===== src/rtl/gomoku_pkg.sv =====
// gomoku_pkg: shared states, sprite geometry and sprite masks for the move sequencer.
package gomoku_pkg;
   localparam int SPRITE_DIM = 15;
   localparam int BANNER_W   = 68;
   localparam int BANNER_H   = 5;
   localparam int BOARD_DIM  = 7;

   typedef enum logic [2:0] {
      S_IDLE, S_COMMIT, S_SETTLE, S_DRAW, S_TOGGLE, S_WAIT, S_BANNER, S_OVER
   } state_t;

   // Filled disc, row widths 7..15..7 pixels, symmetric about column 7.
   localparam logic [SPRITE_DIM-1:0][SPRITE_DIM-1:0] CIRCLE = {
      15'h07F0, 15'h0FF8, 15'h1FFC, 15'h3FFE, 15'h3FFE,
      15'h7FFF, 15'h7FFF, 15'h7FFF, 15'h7FFF, 15'h7FFF,
      15'h3FFE, 15'h3FFE, 15'h1FFC, 15'h0FF8, 15'h07F0
   };

   localparam logic [BANNER_H-1:0][BANNER_W-1:0] WINTXT = {
      68'hF_FFFF_FFFF_FFFF_FFFF,
      68'h8_0000_0000_0000_0001,
      68'h8_0000_0000_0000_0001,
      68'h8_0000_0000_0000_0001,
      68'hF_FFFF_FFFF_FFFF_FFFF
   };
endpackage


===== src/rtl/move_sequencer_sprite_rom.sv =====
// sprite_rom: combinational lookup of the stone disc (sel=0) or the win banner (sel=1).
module sprite_rom
   import gomoku_pkg::*;
(
   input  logic       sel,
   input  logic [3:0] row,
   input  logic [6:0] col,
   output logic       pix
);
   assign pix = sel ? WINTXT[row[2:0]][col] : CIRCLE[row][col[3:0]];
endmodule


===== src/rtl/move_sequencer.sv =====
// move_sequencer: turn controller between cursor, board7 and the VGA plot port.
// Validates a placement, strobes go, draws the stone, toggles the player and shows the win banner.
module move_sequencer
   import gomoku_pkg::*;
#(
   parameter int BOARD_X0  = 24,
   parameter int BOARD_Y0  = 4,
   parameter int PITCH     = 16,
   parameter int WIN_DELAY = 250,
   parameter int TXT_X0    = 2,
   parameter int TXT_Y0    = 2
)(
   input  logic       clk,
   input  logic       reset,
   input  logic       place_req,
   input  logic [2:0] cur_x,
   input  logic [2:0] cur_y,
   input  logic       cell_occupied,
   input  logic       win_state,
   input  logic       win_color,
   output logic       go,
   output logic       color,
   output logic       reject,
   output logic       plot,
   output logic [7:0] vga_x,
   output logic [6:0] vga_y,
   output logic [2:0] vga_colour,
   output logic       busy
);
   state_t     state_q, state_d;
   logic       place_req_q, req_q, req_d;
   logic [2:0] lx_q, lx_d, ly_q, ly_d;
   logic       lc_q, lc_d, color_q, color_d;
   logic [6:0] cx_q, cx_d;
   logic [3:0] cy_q, cy_d;
   logic [7:0] cnt_q, cnt_d;
   logic [7:0] vx_q;
   logic [6:0] vy_q;
   logic [2:0] vc_q;
   logic       pix;

   sprite_rom u_rom (.sel(state_q == S_BANNER), .row(cy_q), .col(cx_q), .pix(pix));

   assign req_d = place_req & ~place_req_q;
   assign busy  = (state_q != S_IDLE) && (state_q != S_OVER);
   assign color = color_q;

   always_ff @(posedge clk or posedge reset)
      if (reset) begin
         state_q     <= S_IDLE;
         place_req_q <= 1'b0;
         req_q       <= 1'b0;
         lx_q        <= '0;
         ly_q        <= '0;
         lc_q        <= 1'b0;
         color_q     <= 1'b0;
         cx_q        <= '0;
         cy_q        <= '0;
         cnt_q       <= '0;
         vx_q        <= '0;
         vy_q        <= '0;
         vc_q        <= '0;
      end else begin
         state_q     <= state_d;
         place_req_q <= place_req;
         req_q       <= req_d;
         lx_q        <= lx_d;
         ly_q        <= ly_d;
         lc_q        <= lc_d;
         color_q     <= color_d;
         cx_q        <= cx_d;
         cy_q        <= cy_d;
         cnt_q       <= cnt_d;
         vx_q        <= vga_x;
         vy_q        <= vga_y;
         vc_q        <= vga_colour;
      end

   always_comb begin
      state_d    = state_q;
      lx_d       = lx_q;
      ly_d       = ly_q;
      lc_d       = lc_q;
      color_d    = color_q;
      cx_d       = cx_q;
      cy_d       = cy_q;
      cnt_d      = cnt_q;
      go         = 1'b0;
      reject     = 1'b0;
      plot       = 1'b0;
      vga_x      = vx_q;
      vga_y      = vy_q;
      vga_colour = vc_q;
      case (state_q)
         S_IDLE:
            if (req_q) begin
               if (win_state) state_d = S_OVER;
               else if (cell_occupied) reject = 1'b1;
               else begin
                  state_d = S_COMMIT;
                  lx_d    = cur_x;
                  ly_d    = cur_y;
                  lc_d    = color_q;
               end
            end
         S_COMMIT: begin
            go      = 1'b1;
            state_d = S_SETTLE;
         end
         S_SETTLE: begin
            cx_d    = '0;
            cy_d    = '0;
            state_d = S_DRAW;
         end
         S_DRAW: begin
            plot       = pix;
            vga_x      = 8'(BOARD_X0 + PITCH * lx_q + cx_q);
            vga_y      = 7'(BOARD_Y0 + PITCH * ly_q + cy_q);
            vga_colour = {3{lc_q}};
            cx_d       = (cx_q == 7'(SPRITE_DIM - 1)) ? 7'd0 : cx_q + 7'd1;
            if (cx_q == 7'(SPRITE_DIM - 1)) begin
               cy_d    = (cy_q == 4'(SPRITE_DIM - 1)) ? 4'd0 : cy_q + 4'd1;
               state_d = (cy_q == 4'(SPRITE_DIM - 1)) ? S_TOGGLE : S_DRAW;
            end
         end
         S_TOGGLE: begin
            color_d = ~color_q;
            cnt_d   = '0;
            state_d = win_state ? S_WAIT : S_IDLE;
         end
         S_WAIT: begin
            cnt_d   = cnt_q + 8'd1;
            cx_d    = '0;
            cy_d    = '0;
            state_d = (cnt_q == 8'(WIN_DELAY - 1)) ? S_BANNER : S_WAIT;
         end
         S_BANNER: begin
            plot       = pix;
            vga_x      = 8'(TXT_X0 + cx_q);
            vga_y      = 7'(TXT_Y0 + cy_q);
            vga_colour = {3{win_color}};
            cx_d       = (cx_q == 7'(BANNER_W - 1)) ? 7'd0 : cx_q + 7'd1;
            if (cx_q == 7'(BANNER_W - 1)) begin
               cy_d    = (cy_q == 4'(BANNER_H - 1)) ? 4'd0 : cy_q + 4'd1;
               state_d = (cy_q == 4'(BANNER_H - 1)) ? S_OVER : S_BANNER;
            end
         end
         S_OVER: state_d = S_OVER;
      endcase
   end
endmodule


===== config.mk =====
export PLATFORM = sky130hd
export DESIGN_NAME = move_sequencer
export DESIGN_NICKNAME = d
export VERILOG_FILES = /design/src/rtl/gomoku_pkg.sv /design/src/rtl/move_sequencer_sprite_rom.sv /design/src/rtl/move_sequencer.sv
export SDC_FILE = /design/constraint.sdc
export NUM_CORES = 1
export LEC_CHECK = 0
export BUFFER_PORTS_ARGS = -buffer_cell sky130_fd_sc_hd__clkbuf_2
export CORE_ASPECT_RATIO = 1.1
export CORE_MARGIN = 5
export CORE_UTILIZATION = 59
export DETAILED_ROUTE_END_ITERATION = 8
export PLACE_DENSITY = 0.8
export REMOVE_ABC_BUFFERS = 1
export SLEW_MARGIN = 25
export SYNTH_ARGS = -nofsm -noshare
export SYNTH_HDL_FRONTEND = slang
export SYNTH_SLANG_ARGS = --single-unit

===== constraint.sdc =====
create_clock -name clk -period 2.1 [get_ports clk]
set_input_delay 0.21 -clock clk [delete_from_list [all_inputs] [get_ports clk]]
set_output_delay 0.21 -clock clk [all_outputs]
set_load 0.01 [all_outputs]

==> reports/metrics.cfg <==
[worst_setup_path]
critPathKind = flop to primary output
endpoint_kind = primary output
path_max_fanout = 2
reg2reg_depth = 10
cp.arrival_ps = 2090
worstReg2RegEnd = vx_q[7]
reg2reg_slack_ps = 80
crit_required_ps = 1890
startpoint_type = flop
r2r-start = lx_q[1]

[floorplan]
initial_core_util_pct = 61.1
coreArea_um2 = 5030
die-area_um2 = 6760
ios = 35
num_rows = 27
die_w_um = 78.9
die_h_um = 85.7

[job]
max_cap_viol_count = 0

[drt]
routed_via_density = 5.96
drt_iter0_markers = 155
drc = 0
wire_per_inst_um = 17.5
totalWireLength_um = 7860
num_vias = 2670
first_pass_iters = 5
antenna_left = 0

[yosys]
synthCells = 318
synth_flop_cell = dfrtp_1
async_flop_share_pct = 100
synth.distinct_cells = 60
ys_seq_area_share_pct = 40.7
synthXorXnorAreaFrac_pct = 3.99
netlist_area_um2 = 3080
synth-edff-count = 0
synth_top_family_by_area = compound AO/OA/AOI/OAI gates
synth-simple-area-share_pct = 17.4
ys_ff_latch = 50
synth-compound-area-share_pct = 19.3
synth_adder_area_share_pct = 9.60
ys.warnings.count = 0
synthMuxAreaShare_pct = 2.85
avgSynthCellArea_um2 = 9.68

[final_layout]
nFillCells = 378
area_growth_pct = 22.8
n_antenna_cell = 0
fin_cells = 448
seqCellArea_um2 = 1250
layout.nets = 424
drive_gt1_share_pct = 32.3
finish.utilization_pct = 75.1
multi_input_area_um2 = 1730

[clock_network]
cts.sinks = 50
path_clk_slew_ps = 90
root_buffer = clkbuf_8
h-tree-depth = 2
cts_tree = built
cts_buffers = 5
clk_latency_ps = 300
cts_max_path_buffers = 2

[sta]
finalSetupViolCount = 4
finalSetupTns_ps = -685
rsz0062_at_grt = yes
slew-limit-headroom_pct = 61.6
hold_viol = 0
finalCriticalPeriod_ps = 2300
slew_viol_final = 0
tightest_slew_ps = 576
worst_slack_ps = -203
skew_ps = 6.88
clock.fmax_mhz = 434
fin_crit_sh_pct = 110

[run_status]
status = complete, but fails checks
violations = setup timing

[placed_design]
gp_congestion = 0.922
dp.cells = 425
detailed_place_hpwl_um = 5320
dpl_worst_slack_ps = 2.70
port_buffers = 34

[grt]
antenna_found_initial = 0
grt_remaining_overflow = 0
grt_pass1_vias = 2634
grt_first_pass_wirelength_um = 12800
grt_max_degree = 27
grtUsageTotal_pct = 24.1

[pwr]
peakVddDrop_uv = 367
p_leak_nw = 1.87
cellPowerDensity_nw_per_um2 = 417

[worst_hold_path]
hold_path.class = input port to flop
min_from = place_req
holdPathEnd = place_req_q
hold_path_depth = 1

where the power goes:
group          switching [mW]  internal [mW]
Clock                   0.307          0.266
Sequential            0.00112          0.964
Combinational          0.0253         0.0135
sequential cells by signal, summed over array words and instances, names as in the netlist:
signal and cells:
cnt_q 8, vx_q 8, cx_q 7, vy_q 7, cy_q 4, lx_q 3, ly_q 3, state_q 3
vc_q 3, color 1, lc_q 1, place_req_q 1, req_q 1
through the flow:
step,total power [mW],hold slack (ps),instance area (um^2)
6_report,1.58,26.6,3780
5_1_grt,1.65,19.5,3780
4_1_cts,1.59,19.4,3700
3_5_place_dp,1.02,288,3450
3_3_place_gp,1.02,282,3450
2_1_floorplan,1.00,241,2950
cell families after synthesis:
logic type,Yosys count
AO/OA/AOI/OAI,87
XOR/XNOR,14
adder cells (fa/ha/maj),23
buffers and inverters,35
flip-flops,50
multiplexers,8
AND/OR/NAND/NOR,101
cells in the final DEF, fill, tap and decap left out, types with 3 or more instances in the layout:
cell and count:
dfrtp_1 48, xnor2_1 6, inv_1 11, clkbuf_8 6, nand3_1 13, buf_4 40
nor2_1 16, o21ai_1 7, nor2b_1 3, a21o_1 10, a211oi_1 4, a22o_1 7
nand2_1 34, nor3_1 3, o22ai_1 3, nor3b_1 3, a22oi_1 6, inv_2 7
buf_2 5, a21oi_1 19, buf_6 3, ha_4 4, clkbuf_2 30, o21ai_0 12
mux2_1 6, ha_1 15, ha_2 3, xor2_1 8
how the worst max path moves through the flow:
stage | startpoint | to | slack, ps | cells after the start
2_1_floorplan | state_q[0] | vga_x[6] | -60 | 4
3_3_place_gp | cy_q[1] | plot | 110 | 7
3_5_place_dp | cy_q[1] | plot | 3 | 7
4_1_cts | cx_q[5] | vga_x[7] | -200 | 8
5_1_grt | lx_q[1] | vga_x[7] | -300 | 8
6_report | lx_q[1] | vga_x[7] | -200 | 8
cells in the mapped netlist, types with 6 or more instances:
master / n / area [um^2]
nand3_1: 13 / 65.1
a21oi_1: 20 / 100
clkbuf_1: 9 / 33.8
ha_1: 22 / 275
a21o_1: 10 / 75.1
nor2_1: 17 / 63.8
mux2_1: 6 / 67.6
nand2_1: 34 / 128
buf_6: 6 / 67.6
inv_1: 18 / 67.6
a22oi_1: 6 / 45.0
dfrtp_1: 50 / 1250
xor2_1: 8 / 70.1
o21ai_0: 16 / 80.1
xnor2_1: 6 / 52.6
a22o_1: 7 / 61.3
routing by layer:
| metal | wire [um] | track usage [%] |
|---|---|---|
| met5 | 0 | 0 |
| met4 | 202 | 7.66 |
| met3 | 336 | 3.89 |
| met2 | 4060 | 41.8 |
| met1 | 3250 | 30.9 |
critical path, cell delays in order (launching register included):
cell and delay [ps]:
dfrtp_1 440, ha_4 300, ha_4 190, a21o_1 180
a21oi_2 170, xnor2_1 150, nand2_1 80, o211ai_1 110
buf_2 170
layout make-up:
class,instances,share of cell area [%]
tap,58,1.92
inverter,18,1.79
clock inverter,1,0.132
multi-input combinational,233,45.9
sequential,50,33.2
timing repair buffer,81,14.8
clock buffer,7,2.28
timing repair:
action                                  CTS  global route
gates cloned                              0             1
endpoints found under the setup margin    7            15
buffers inserted                         12             3
hold endpoints to repair                 25             0
gates resized for setup                  20            20
hold buffers                              1             0
pin swaps                                11             9
(Power assumes the default switching activity.)
